**src/rtl/hpdcache_ace_snoop_seq.sv**
```systemverilog
// ACE snoop sequencer: limits how many snoops are outstanding, gates CR/CD toward the interconnect,
// regenerates CD last from a beat counter and latches protocol errors.
module hpdcache_ace_snoop_seq #(
  parameter int unsigned MaxOutstanding = 4,
  parameter int unsigned BeatsPerLine   = 4,
  parameter int unsigned CntWidth       = $clog2(MaxOutstanding + 1),
  parameter int unsigned BeatWidth      = (BeatsPerLine > 1) ? $clog2(BeatsPerLine) : 1
) (
  input  logic                clk_i,
  input  logic                rst_ni,
  input  logic                ac_valid_i,
  output logic                ac_ready_o,
  output logic                ac_valid_o,
  input  logic                ac_ready_i,
  input  logic                cr_valid_i,
  input  logic                cr_data_transfer_i,
  output logic                cr_ready_o,
  output logic                cr_valid_o,
  input  logic                cr_ready_i,
  input  logic                cd_valid_i,
  input  logic                cd_last_i,
  output logic                cd_ready_o,
  output logic                cd_valid_o,
  output logic                cd_last_o,
  input  logic                cd_ready_i,
  output logic [CntWidth-1:0] occupancy_o,
  output logic                busy_o,
  output logic                err_o
);

  localparam logic [CntWidth-1:0]  MaxCnt   = CntWidth'(MaxOutstanding);
  localparam logic [BeatWidth-1:0] LastBeat = BeatWidth'(BeatsPerLine - 1);

  logic [CntWidth-1:0]  occ, dp;
  logic [BeatWidth-1:0] bc;
  logic                 err;

  logic ac_ok, cr_ok, cd_ok;
  logic ac_hs, cr_hs, cd_hs;
  logic dp_inc, dp_dec, err_set;

  assign ac_ok = occ < MaxCnt;
  // A data-carrying CR must wait while every data slot is still draining.
  assign cr_ok = (occ != '0) & ~(cr_data_transfer_i & (dp == MaxCnt));
  assign cd_ok = dp != '0;

  assign ac_valid_o = ac_valid_i & ac_ok;
  assign ac_ready_o = ac_ready_i & ac_ok;
  assign cr_valid_o = cr_valid_i & cr_ok;
  assign cr_ready_o = cr_ready_i & cr_ok;
  assign cd_valid_o = cd_valid_i & cd_ok;
  assign cd_ready_o = cd_ready_i & cd_ok;
  assign cd_last_o  = bc == LastBeat;

  assign ac_hs = ac_valid_i & ac_ready_o;
  assign cr_hs = cr_valid_o & cr_ready_i;
  assign cd_hs = cd_valid_o & cd_ready_i;

  assign dp_inc = cr_hs & cr_data_transfer_i;
  assign dp_dec = cd_hs & cd_last_o;

  assign err_set = (cr_valid_i & (occ == '0))
                 | (cd_hs & (cd_last_i != cd_last_o))
                 | (cd_valid_i & (dp == '0) & (bc == '0));

  always_ff @(posedge clk_i or negedge rst_ni) begin
    if (!rst_ni) begin
      occ <= '0;
      dp  <= '0;
      bc  <= '0;
      err <= 1'b0;
    end else begin
      case ({ac_hs, cr_hs})
        2'b10:   occ <= occ + 1'b1;
        2'b01:   occ <= occ - 1'b1;
        default: occ <= occ;
      endcase
      case ({dp_inc, dp_dec})
        2'b10:   dp <= dp + 1'b1;
        2'b01:   dp <= dp - 1'b1;
        default: dp <= dp;
      endcase
      if (cd_hs) bc <= (bc == LastBeat) ? '0 : bc + 1'b1;
      if (err_set) err <= 1'b1;
    end
  end

  assign occupancy_o = occ;
  assign busy_o      = (occ != '0) | (dp != '0) | (bc != '0);
  assign err_o       = err;

endmodule

```
**config.mk**
```make
export PLATFORM = sky130hd
export DESIGN_NAME = hpdcache_ace_snoop_seq
export DESIGN_NICKNAME = d
export VERILOG_FILES = /design/src/rtl/hpdcache_ace_snoop_seq.sv
export SDC_FILE = /design/constraint.sdc
export NUM_CORES = 1
export LEC_CHECK = 0
export CORE_MARGIN = 3
export CORE_UTILIZATION = 38
export DETAILED_ROUTE_END_ITERATION = 8
export PLACE_DENSITY = 0.7
export SETUP_SLACK_MARGIN = 0.2
export SLEW_MARGIN = 40
export SYNTH_ARGS = -nofsm -noshare
export SYNTH_HDL_FRONTEND = slang
export SYNTH_SLANG_ARGS = --single-unit
```
**constraint.sdc**
```tcl
create_clock -name clk_i -period 2.05 [get_ports clk_i]
set_input_delay 0.205 -clock clk_i [delete_from_list [all_inputs] [get_ports clk_i]]
set_output_delay 0.205 -clock clk_i [all_outputs]
set_load 0.1 [all_outputs]
```
; Yosys cells after proc, flatten, opt, wreduce, memory -nomap -nowiden
; Index checks and enable logic that the tools add are counted.
[totals]
word_cells = 50
in_bits = 10
reg_bits = 9
output_inout_bits = 12
[op_classes]
magnitude_cmp = 1
add_sub_neg = 5
n_reduce_logical = 8
muxes = 3
n_eq_ne = 7
bitwise = 22
[op_table]
columns = cell, count
row1 = 1-bit AND, 17
row2 = 3-bit case mux with 2 select lines, 2
row3 = 3-bit by 1-bit adder with 3-bit output (second input constant), 2
row4 = 2-bit equality test (second input constant), 3
row5 = 3-bit logical NOT, 2
row6 = 2-bit nonzero test, 3
row7 = 3-bit nonzero test, 2
row8 = 3-bit by 1-bit subtractor with 3-bit output (second input constant), 2
row9 = 2-bit by 1-bit equality test with 1-bit output (second input constant), 2
row10 = 1-bit OR, 4
row11 = 3-bit equality test (second input constant), 1
row12 = 3-bit < comparator (second input constant), 1
row13 = 2-bit by 1-bit adder with 2-bit output (second input constant), 1
row14 = 2-bit logical NOT, 1
row15 = 2-bit two-way mux, 1
row16 = 1-bit != test, 1
row17 = 1-bit inverter, 1

; Logic depth before layout (Yosys ltp)
[depth]
depth_word = 9
depth_mapped = 9
depth_no_buf = 9

; Worst setup path after synthesis
; No wires, ideal clock.
[synth_timing]
path_kind = register to register
start = register occ[2] (netlist: occupancy_o[2])
end = register occ[2] (netlist: occupancy_o[2])
arrival_ps = 3235
stages_incl_launch_ff = 9
period_less_slack_ps = 3399
required_ps = 1886
slack_ps = -1349
setup_time_ps = 164
path_buffers = 0
cell_sequence = dfrtp_1 -> nor2b_1 -> nand2_1 -> ha_1 -> inv_1 -> fa_1 -> xor2_1 -> nor2_1 -> xor2_1
[synth_between]
elab_chain_len = 6
word_cells_on_any_way = 13
classes_between = add/sub: 2 / order compare: 1 / eq/ne: 2 / mux: 1 / bitwise: 5 / reduce/logical: 2
[synth_lines]
columns = element, line
row1 = start: declaration, 34  ; logic [CntWidth-1:0] occ, dp;
row2 = start signal: assignment, 74  ; 2'b10: occ <= occ + 1'b1;
row3 = start signal: assignment, 75  ; 2'b01: occ <= occ - 1'b1;
row4 = "parallel branches: the longest is 6 deep, another holds 3-bit < comparator", n/a
; Several ways; the timed one is not identified.
; A chain may end at the register's enable or synchronous reset.

; Worst setup path in the final report
; Ends and elaborated chain as after synthesis.

==> metrics.md <==
| Metric | Value |
|---|---|
| Total GRT Usage | about 16% |
| Final Cycle Share | 92.5% |
| GR Overflow Total | 0 |
| GR Util met2 | about 28% |
| Reg2reg start | occupancy_o[2] |
| Antenna Diode Count | 0 |
| GR peak layer | met2 |
| Commonest non-fill, non-tap cell in the layout | buf_4 |
| Vias | roughly 530 |
| Die Span Y | about 46 µm |
| Root Driver | clkbuf_4 |
| Met3 global-route usage | ~4.7% |
| Final Hold Fails | 0 |
| Post-synth cell types | 21 |
| Mapped Cells | about 60 |
| Number of antenna violations at the first check in global routing | 0 |
| Clock Sinks | 9 |
| CTS tree | built |
| Initial DRC count | 3 |
| Worst path most repeated cell | xor2_1 |
| Placed instance area | around 1000 µm² |
| Dpl ws | -0.118 ns |
| Status | complete, no violations |
| Top-level I/O count | 22 |
| Top Family by Delay on Critical Path | adder cells |
| Met1 global-route usage | 18.4% |
| Setup tns final | 0 ns |
| Slew headroom | 73.5% |
| Placed cells | 104 |
| First-pass GRT wire length | ~2400 µm |
| Yosys warns | 0 |
| Final HPWL DP | ~1200 µm |
| WS Path Type | flop to flop |
| Commonest non-fill, non-tap cells in the layout | 18 x buf_4, 9 x clkdlybuf4s50_1, 7 x buf_12, 6 x inv_1 |
| Nets | around 110 |
| Final setup violating endpoints | 0 |
| Syn nets | 75 |
| Slowest cell delay on critical path | ~0.42 ns |
| Fin Clk Skew | between 0.003 and 0.004 ns |
| Starting Density | between 40 and 50% |
| Worst hold path type | primary input to asynchronous set/reset pin |
| Port bufs | 21 |
| Fmax | roughly 530 MHz |
| Max-slew violation count | 0 |
| Worst path required time | approximately 2.2 ns |
| Sequential area share after synthesis | between 30% and 40% |
| Crit path DAT | 2.07 ns |
| Type of origin of the critical path | flop |
| MaxCap Viol Count | 0 |
| Cts hold-fix bufs | 0 |
| Design area | 1120 µm² |
| RSZ-0062 raised after global routing | yes |
| Clock Latency Late Sink | 0.25 ns |
| First-pass DRT Iterations | 2 |
| H-tree lvl count | 1 |
| Cell Chain, Critical Path | nor3_4 -> buf_4 -> a311oi_2 -> ha_2 -> inv_2 -> fa_2 -> xor2_1 -> nor2_1 -> xor2_1 |
| Number of synthesized register bits | 9 |
| Clock-pin slew on the worst setup and hold paths | 0.06 ns |
| Vias per cell | roughly 4.7 |
| Area grow syn2layout | 81.7% |
| Die Area | approximately 2100 µm² |
| Site Rows | 13 |
| Core Footprint | about 1400 µm² |
| Max clock buf depth | 2 |
| Routability Congestion | between 0.7 and 0.8 |
| Post-DR wirelength/cell | 12.6 µm |
| CP Buf/Inv Count | 2 |
| Layout cell share with drive strength beyond 1 | about 56% |
| Routed WL | approximately 1400 µm |
| Critical Path End Type | flop |
| Non-filler cells in the finished layout | 112 |
| Vias in the first global route | between 500 and 600 |
| Post-DRT Antenna Nets | 0 |
| Largest fanout on the critical path | 2 |
| Die X | ~46 µm |
| Fin crit period | about 1.9 ns |
| Worst Max-Slew Pin Slew | roughly 0.4 ns |
| Mapped cell area | around 610 µm² |
| Final worst slack | around 0.15 ns |
| CP max stage cell | dfrtp_4 |
| Cts bufs inserted | 3 |
| Critical Path Start | occupancy_o[2] |
| DRC | 0 |
| Syn Area/Cell | ~10 µm² |
| Largest net degree at the start of global routing | 10 |
## cells in the mapped netlist (all sizes together)
library cell / instances / area share (%)
dfrtp: 9 / 37
inv: 8 / 4.9
nor2: 5 / 3.1
ha: 4 / 8.1
nor2b: 4 / 4.1
xor2: 4 / 5.7
nand2: 3 / 1.8
nand3: 3 / 2.4
xnor2: 3 / 4.3
and2: 2 / 2.0
fa: 2 / 6.5
mux2: 2 / 4.9
mux2i: 2 / 3.3
nor3: 2 / 3.5
a21oi: 1 / 0.81
a311oi: 1 / 1.4
a31oi: 1 / 1.0
and3: 1 / 1.0
nand3b: 1 / 3.3
o211ai: 1 / 1.2
## final timing paths
| kind | to | slack [ns] | cells after the start |
|---|---|---|---|
| worst min-delay path | occupancy_o[2] | 0.24 | 1 |
| min in group clk_i | err_o | 0.50 | 2 |
| worst max register to register | occupancy_o[2] | 0.15 | 9 |
| worst max-delay path | occupancy_o[2] | 0.15 | 9 |
| max in group asynchronous | occupancy_o[2] | 1.49 | 1 |
| worst min register to register | err_o | 0.50 | 2 |
## worst register-to-register path, stage by stage, from the launching register on
cell and delay (ns):
dfrtp_4 0.42, nor3_4 0.04, buf_4 0.13, a311oi_2 0.19, ha_2 0.23, inv_2 0.04, fa_2 0.32, xor2_1 0.15
nor2_1 0.12, xor2_1 0.16
## through the flow
stage	utilization [%]	hold slack (ns)
final	79.8	0.242
after global routing	79.8	0.268
after CTS	75.5	0.255
after detailed placement	71.8	0.494
after global placement	71.8	0.493
after floorplan	-	-0.0906
## sequential cells by signal, indices dropped and copies added, names as in the netlist
register / count
err_o: 1
bc: 2
dp: 3
occupancy_o: 3
## routing by layer
layer	routed length [µm]	share of wire, %
met4	27	1.9
met1	534	38
met3	121	8.6
met5	0	0
met2	729	52
## repair_timing
item	4_1_cts	5_1_grt
pin swaps	4	7
gates resized for setup	5	6
endpoints found under the setup margin	4	5
hold endpoints to repair	0	0
buffers inserted	1	3
## cell type report
type | instances | area, µm²
fillers | 93 | 283
flip-flops and latches | 9 | 234
well taps | 15 | 18.8
clock buffers | 4 | 26.3
multi-input cells | 42 | 442
repair buffers | 34 | 365
inverters | 8 | 30.0
## logic make-up after synthesis
| kind of cell | after synthesis | synth area share [%] |
|---|---|---|
| XOR/XNOR | 7 | 9.98 |
| multiplexers | 4 | 8.15 |
| AO/OA/AOI/OAI | 4 | 4.48 |
| buffers and inverters | 8 | 4.89 |
| adder cells (fa/ha/maj) | 6 | 14.7 |
| flip-flops | 9 | 36.7 |
| AND/OR/NAND/NOR | 21 | 21.2 |
Power is left out: the tool's default activity adds up to more than one toggle a clock period on the data nets, which glitch-free logic cannot reach.
